<file path="config.mk">
export PLATFORM = sky130hd
export DESIGN_NAME = glan_link_status_mon
export DESIGN_NICKNAME = d
export VERILOG_FILES = /design/src/rtl/glan_link_status_mon.sv
export SDC_FILE = /design/constraint.sdc
export NUM_CORES = 1
export LEC_CHECK = 0
export BUFFER_PORTS_ARGS = -buffer_cell sky130_fd_sc_hd__buf_2
export CELL_PAD_IN_SITES_DETAIL_PLACEMENT = 2
export CELL_PAD_IN_SITES_GLOBAL_PLACEMENT = 2
export CORE_MARGIN = 4
export CORE_UTILIZATION = 38
export DETAILED_ROUTE_END_ITERATION = 16
export GPL_TIMING_DRIVEN = 0
export PLACE_DENSITY = 0.79
export SLEW_MARGIN = 30
export SYNTH_ARGS = -nofsm -noshare
export SYNTH_HDL_FRONTEND = slang
export SYNTH_SLANG_ARGS = --single-unit
</file>
<file path="constraint.sdc">
create_clock -name Clk -period 2.6 [get_ports Clk]
set_input_delay 0.39 -clock Clk [delete_from_list [all_inputs] [get_ports Clk]]
set_output_delay 0.39 -clock Clk [all_outputs]
set_load 0.02 [all_outputs]
</file>
<file path="src/rtl/glan_link_status_mon.sv">
// glan_link_status_mon: synchronises, debounces and decodes per-port PHY LED pins into
// link speed, link-up, stretched activity and a sticky, maskable link-change interrupt.
module glan_link_status_mon #(
   parameter int DEB_CNT  = 33000,
   parameter int ACT_HOLD = 1650000
) (
   input  logic       Clk,
   input  logic       Reset,
   input  logic       ALL_PWRGD,
   input  logic [1:0] PActivity,
   input  logic [1:0] Speed1P,
   input  logic [1:0] Speed2P,
   input  logic       IntEn,
   input  logic [1:0] IntClr,
   output logic [3:0] LinkSpeed,
   output logic [1:0] LinkUp,
   output logic [1:0] ActSeen,
   output logic [1:0] LinkChg,
   output logic       LinkIrq
);
   localparam int CW = $clog2(DEB_CNT);
   localparam int AW = $clog2(ACT_HOLD + 1);
   logic [5:0] sync_d, sync_q;
   logic [1:0] commit, act_nz;
   logic       clr_state;
   assign clr_state = Reset || !ALL_PWRGD;
   always_ff @(posedge Clk)
      if (Reset) begin
         sync_d <= '1;
         sync_q <= '1;
      end else begin
         sync_d <= {PActivity, Speed1P, Speed2P};
         sync_q <= sync_d;
      end
   for (genvar p = 0; p < 2; p++) begin : g_port
      logic [1:0]    code, cand, stable;
      logic [CW-1:0] cnt;
      logic [AW-1:0] act;
      logic          sat;
      assign code   = {sync_q[2+p], sync_q[p]};
      assign sat    = cnt == CW'(DEB_CNT - 1);
      assign commit[p] = code == cand && sat && cand != stable;
      assign act_nz[p] = act != '0;
      always_ff @(posedge Clk)
         if (clr_state) begin
            cand   <= 2'b11;
            cnt    <= '0;
            stable <= 2'b11;
            act    <= '0;
         end else begin
            if (code != cand) begin
               cand <= code;
               cnt  <= '0;
            end else if (!sat)
               cnt <= cnt + 1'b1;
            else
               stable <= cand;
            act <= !sync_q[4+p] ? AW'(ACT_HOLD) : (act != '0 ? act - 1'b1 : act);
         end
      // 11 on the pins means no link; 00 is a code the controller never drives
      assign LinkSpeed[2*p+1:2*p] = stable == 2'b01 ? 2'b10 :
                                    stable == 2'b10 ? 2'b01 :
                                    stable == 2'b11 ? 2'b00 : 2'b11;
      assign LinkUp[p] = stable[1] ^ stable[0];
   end
   always_ff @(posedge Clk)
      if (Reset)
         LinkChg <= '0;
      else
         LinkChg <= (LinkChg & ~IntClr) | (commit & {2{ALL_PWRGD}});
   always_ff @(posedge Clk)
      if (clr_state)
         ActSeen <= '0;
      else
         ActSeen <= act_nz & LinkUp;
   assign LinkIrq = IntEn & |LinkChg;
endmodule

</file>
==> results of run 1 <==
-- critical path, delay by kind of cell, from the launching register on --
kind                     cells  cell delay (ns)
adder cells (fa/ha/maj)      1             0.19
AO/OA/AOI/OAI                1             0.16
flip-flops                   1             0.34
buffers and inverters        3             0.48
AND/OR/NAND/NOR              3             1.14
-- what timing repair did --
item,CTS,global route
endpoints found under the setup margin,0,2
resized for setup,0,1
endpoints found under the hold margin,0,0
hold buffers,0,0
-- power by group through the flow --
stage / registers, uW / logic (uW) / clock network [uW]
CTS: 2170 / 4470 / 1580
finish: 2180 / 4470 / 1540
floorplan: 2070 / 3330 / 0
detailed placement: 2190 / 4380 / 0
global route: 2240 / 4990 / 1660
global placement: 2150 / 4190 / 0
-- through the flow --
stage,worst slack [ns],util [%],hold slack [ns],power [uW],cells
6_report,0.214,44.7,0.220,8190,751
5_1_grt,0.0289,44.7,0.212,8880,751
4_1_cts,0.193,44.6,0.211,8220,751
3_5_place_dp,0.241,41.8,0.398,6580,735
3_3_place_gp,0.230,41.8,0.393,6340,735
2_1_floorplan,0.469,-,0.389,5400,545
-- cell usage in the layout, fill, tap and decap left out, types with 3 or more instances in the layout --
cell	n
dfxtp_1	98
nor2_1	40
nand2_1	36
or2_2	29
buf_2	27
a21oi_1	23
or4_1	23
nor4_1	20
nor3_1	20
or3_1	20
nand3_1	19
inv_1	17
o21ai_0	17
xnor2_1	16
clkbuf_1	15
a31oi_1	14
xor2_1	12
ha_1	12
o31ai_1	11
nand2b_1	10
mux2i_1	10
and3_1	9
clkbuf_16	9
nand4_1	7
a211oi_1	7
a211o_1	6
nor4_2	4
and4_1	4
o21a_1	3
buf_6	3
nand4b_1	3
a2111oi_0	3
o41ai_1	3
bufinv_16	3
-- flip-flops by register name, indices dropped and copies added (netlist names) --
name,flops
ActSeen,2
LinkChg,2
g_port.act,42
g_port.cand,4
g_port.cnt,32
g_port.stable,4
sync_d,6
sync_q,6
-- area by class of cell --
cell class | count | area [sq um] | area share (%)
multi-input combinational | 405 | 2620 | 48.2
sequential | 98 | 1960 | 36.1
clock buffer | 9 | 225 | 4.14
tap | 168 | 210 | 3.87
buffer | 25 | 130 | 2.39
clock inverter | 7 | 116 | 2.14
timing repair buffer | 22 | 110 | 2.03
inverter | 17 | 63.8 | 1.17
-- per-layer routing --
layer  GRT usage, %  wire [microns]
met1           24.7            6300
met2           35.5            6840
met3           2.87             272
met4           6.23             165
met5              0               0
-- kinds of logic after synthesis --
logic type / count (synthesis) / share of synthesized area [%]
and+or+nand+nor: 258 / 30.8
DFF: 98 / 41.2
AOI/OAI and AO/OA: 97 / 13.5
buffers and inverters: 42 / 4.07
xor gates and xnor gates: 28 / 5.15
adders and majority gates: 12 / 3.15
muxes: 10 / 2.10
-- how the worst max path moves through the flow --
stage,start,end,slack (ns),cells past startpoint
after CTS,g_port[0].act[5]$_SDFFE_PP0P_,g_port[0].act[17]$_SDFFE_PP0P_,0.19,5
after global placement,g_port[1].act[12]$_SDFFE_PP0P_,ActSeen[1]$_SDFF_PP0_,0.23,7
after global routing,g_port[1].act[0]$_SDFFE_PP0P_,g_port[1].act[16]$_SDFFE_PP0P_,0.03,8
after detailed placement,g_port[0].act[0]$_SDFFE_PP0P_,g_port[0].act[12]$_SDFFE_PP0P_,0.24,7
after floorplan,g_port[0].act[0]$_SDFFE_PP0P_,g_port[0].act[18]$_SDFFE_PP0P_,0.47,7
final,g_port[1].act[0]$_SDFFE_PP0P_,g_port[1].act[16]$_SDFFE_PP0P_,0.21,8
==> flow_summary.ini, run 1 <==
[status]
status = complete, no violations

[layout]
diodes = 0
finalInstanceArea_sq_um = 5440
nets = 602
fillCellCount = 1336
drive_above_1_share_pct = 14.8
area_growth_pct = 14.2

[timing]
finClkSkew_ns = 0.00492
tns_ns = 0
layout_min_cycle_time_ns = 2.39
worst_slew_pin_slew_ns = 0.848
hold_viol = 0
period_share_pct = 91.8
max_clock_freq_mhz = 419
slew_headroom_pct = 43.0
setup_viol = 0
rsz0062_at_grt = no
drv_slew = 0

[grt]
grt_pass1_vias = 4642
grt_max_degree = 17
grt_use_total_pct = 19.9
overflow = 0
antenna_found_initial = 0
grt_pass1_wl_microns = 23200

[place]
place.gp.congestion = 0.830
dpl.hpwl_microns = 9590
placed_area_sq_um = 5080
io_buffer_count = 22

[routing]
first_pass_iters = 4
drt-initial-drc-count = 144
via_per_inst = 5.64
postRouteAntennaNets = 0
drc = 0
drt_wl_total_microns = 13600
wire_per_inst_microns = 18.1
vias = 4232

[clocking]
cts_setup_buffers = 0
cts-root-to-sink-buffers = 2
cts_tree = done
path_clk_slew_ns = 0.07
clk_latency_ns = 0.35
cts_root_buffer = clkbuf_16
htreeDepth = 3
cts.sinks = 98
numCtsBuffers = 9

[critical_path]
crit_type = flop to flop
cp-end-kind = flop
rr_startpoint = g_port[1].act[0]$_SDFFE_PP0P_
path_max_fanout = 10
worstPathCellList = inv_1 > ha_1 > or3b_2 > clkbuf_1 > or2_1 > buf_2 > or4_1 > a31oi_1
reg2reg_slack_ns = 0.21
r2r_cells = 8
cp.arrival_ns = 2.66
slowest_delay_ns = 0.45
r2r-end = g_port[1].act[16]$_SDFFE_PP0P_
slowest_stage = or3b_2
worstSetupStartpointType = flop
crit_required_ns = 2.87

[floorplan]
die-width_microns = 120
core_sq_um = 12200
initial_core_util_pct = 39.1
die_area_sq_um = 14400
rows = 40
die_height_microns = 120
ios = 23

[power]
leakage_uw = 0.00201
p_clk_share_pct = 18.8
switchingPower_uw = 3680
intPower_uw = 4510
swShare_pct = 44.9
power_density_nw_per_um2 = 1510
peakVddDrop_v = 0.000454
seqPwrFrac_pct = 26.6
p_comb_share_pct = 54.5

[synth]
yosysMostFrequentCell = dfxtp_1
yosys-top-cells-count = dfxtp_1 (98), nor2_1 (40), nand2_1 (36)
yosysSeqAreaShare_pct = 41.2
async_flop_share_pct = 0
synth_edf_count = 0
ys_top_cells_by_area = dfxtp_1 (41%), or2_2 (3.8%), or4_1 (3.6%)
synth_top_area_cell = dfxtp_1
syn_nets = 569
avgSynthCellArea_sq_um = 8.74
ys_ff_latch = 98
synth_area_sq_um = 4760
postSynthCellCount = 545
ys.flop_type = dfxtp_1
yosysTopAreaCellShare_pct = 41.2
synth_cell_types = 50
ys_warn_count = 0

[hold_path]
holdPathStages = 2
hp-start = Speed1P[0]
whs_endpoint = sync_d[2]$_SDFF_PP1_
worst_hold_path_type = input pin to flop

[job]
cap_violations = 0
Note: power is estimated with default switching activity, not from simulation.
==> run 2: changes to the inputs <==
--- a/config.mk
+++ b/config.mk
@@ -15,2 +15,3 @@
 export PLACE_DENSITY = 0.79
+export RECOVER_POWER = 100
 export SLEW_MARGIN = 30
==> constraint.sdc (replaced) <==
create_clock -name Clk -period 2.6 [get_ports Clk]
set_input_delay 0.26 -clock Clk [delete_from_list [all_inputs] [get_ports Clk]]
set_output_delay 0.26 -clock Clk [all_outputs]
set_load 0.02 [all_outputs]
==> run 2 against run 1 <==
  * Critical path depth fell by 1
  * Final cell count did not move
  * Clock-buffer cell count unchanged
  * Highest routed layer unchanged
  * Global-route usage unchanged
  * Clock skew barely moved
  * Fmax decreased by 2.8%
  * Worst setup slack lost 0.069 ns
  * Total power is 0.40% lower
  * Register-to-register slack worse by 0.07 ns
  * Utilization down 0.22 points
  * Wire length up 0.22%
==> flow_summary.ini, run 2 (same netlist as run 1, synthesis figures left out) <==
[status]
status = complete, no violations

[routing]
drc = 0
wire_per_inst_microns = 18.1
drt_wl_total_microns = 13600
vias = 4240
via_per_inst = 5.65
postRouteAntennaNets = 0
first_pass_iters = 6
drt-initial-drc-count = 132

[layout]
reg_top3 = g_port.act x42, g_port.cnt x32
diodes = 0
finalInstanceArea_sq_um = 5410
fillCellCount = 1344
finish.utilization_pct = 44.5
area_growth_pct = 13.6
final_cell_mix = dfxtp_1 (98), nor2_1 (40), nand2_1 (36)
top_register = g_port.act
largest_reg_flops = 42
nets = 602
drive_above_1_share_pct = 12.2
multi_input_area_sq_um = 2610
final_common_cell = dfxtp_1
regArea_sq_um = 1960

[critical_path]
worstSetupStartpointType = flop
path_max_fanout = 8
crit_required_ns = 2.88
cp.arrival_ns = 2.73
cp-end-kind = flop
crit_type = flop to flop

[timing]
max_clock_freq_mhz = 407
slew_headroom_pct = 28.9
drv_slew = 0
hold_viol = 0
hold_ws_ns = 0.0900
worst_slew_pin_slew_ns = 1.06
tns_ns = 0
layout_min_cycle_time_ns = 2.46
finClkSkew_ns = 0.00497
period_share_pct = 94.4
setup_viol = 0
rsz0062_at_grt = no

[floorplan]
die_area_sq_um = 14400
die-width_microns = 120
ios = 23
die_height_microns = 120
core_sq_um = 12200
rows = 40
initial_core_util_pct = 39.1

[clocking]
cts-root-to-sink-buffers = 2
cts.sinks = 98
numCtsBuffers = 9
clk_latency_ns = 0.35
cts_tree = done
cts_hold_buf = 0
htreeDepth = 3
path_clk_slew_ns = 0.07
cts_root_buffer = clkbuf_16

[grt]
grt_use_total_pct = 19.9
overflow = 0
grt_pass1_wl_microns = 23200
grt_max_degree = 17
grt_pass1_vias = 4642
antenna_found_initial = 0

[job]
cap_violations = 0

[place]
placed_area_sq_um = 5080
place.gp.congestion = 0.830
io_buffer_count = 22
dpl.hpwl_microns = 9590

[power]
intPower_uw = 4480
p_comb_share_pct = 54.4
leakage_uw = 0.00195
swShare_pct = 45.1
power_density_nw_per_um2 = 1510
p_clk_share_pct = 18.9
peakVddDrop_v = 0.000453
seqPwrFrac_pct = 26.7
finalPower_uw = 8160
switchingPower_uw = 3680

[hold_path]
worst_hold_path_type = input pin to flop
-- run 2: what timing repair did --
action | in CTS | in global routing
endpoints found under the setup margin | 0 | 2
buffers inserted | 0 | 0
gates resized for setup | 0 | 1
-- run 2: power by group through the flow --
stage,registers [uW],logic (uW),clock network [uW]
after global placement,2150,4190,0
after global routing,2240,4950,1660
after floorplan,2070,3330,0
after CTS,2170,4470,1580
final,2180,4440,1540
after detailed placement,2190,4380,0
-- run 2: cell type report --
type	count	share of cell area, %
clock inverter	7	2.15
buffer	25	2.38
tap	168	3.89
sequential	98	36.3
multi-input combinational	405	48.2
clock buffer	9	4.16
timing repair buffer	22	1.76
inverter	17	1.18
-- run 2: per-layer routing --
metal  part of all wire, %  up-vias  global-route usage, %
met4                   1.5        0                   6.23
met1                    46     2106                   24.7
met3                   2.5       17                   2.87
met5                     0        -                      0
met2                    50       45                   35.5
li1                      -     2072                      -
-- run 2: final timing paths --
kind                                      start                        endpoint  slack [ns]  cells past startpoint
hold reg to reg            sync_d[0]$_SDFF_PP1_            sync_q[0]$_SDFF_PP1_        0.41                      1
hold / removal                       Speed1P[0]            sync_d[2]$_SDFF_PP1_        0.09                      2
setup / recovery  g_port[0].act[0]$_SDFFE_PP0P_  g_port[0].act[18]$_SDFFE_PP0P_        0.14                      7
setup reg to reg  g_port[0].act[0]$_SDFFE_PP0P_  g_port[0].act[18]$_SDFFE_PP0P_        0.14                      7
-- run 2: critical path: stages (launching register included) --
cell     delay [ns]
dfxtp_1        0.32
inv_1          0.10
ha_1           0.21
or4b_1         0.58
or3_1          0.36
buf_2          0.18
or4_1          0.47
a21oi_1        0.15
-- run 2: metrics by stage --
step	instances	setup WS [ns]
2_1_floorplan	545	0.469
4_1_cts	751	0.193
5_1_grt	751	0.0224
3_5_place_dp	735	0.241
3_3_place_gp	735	0.230
6_report	751	0.145
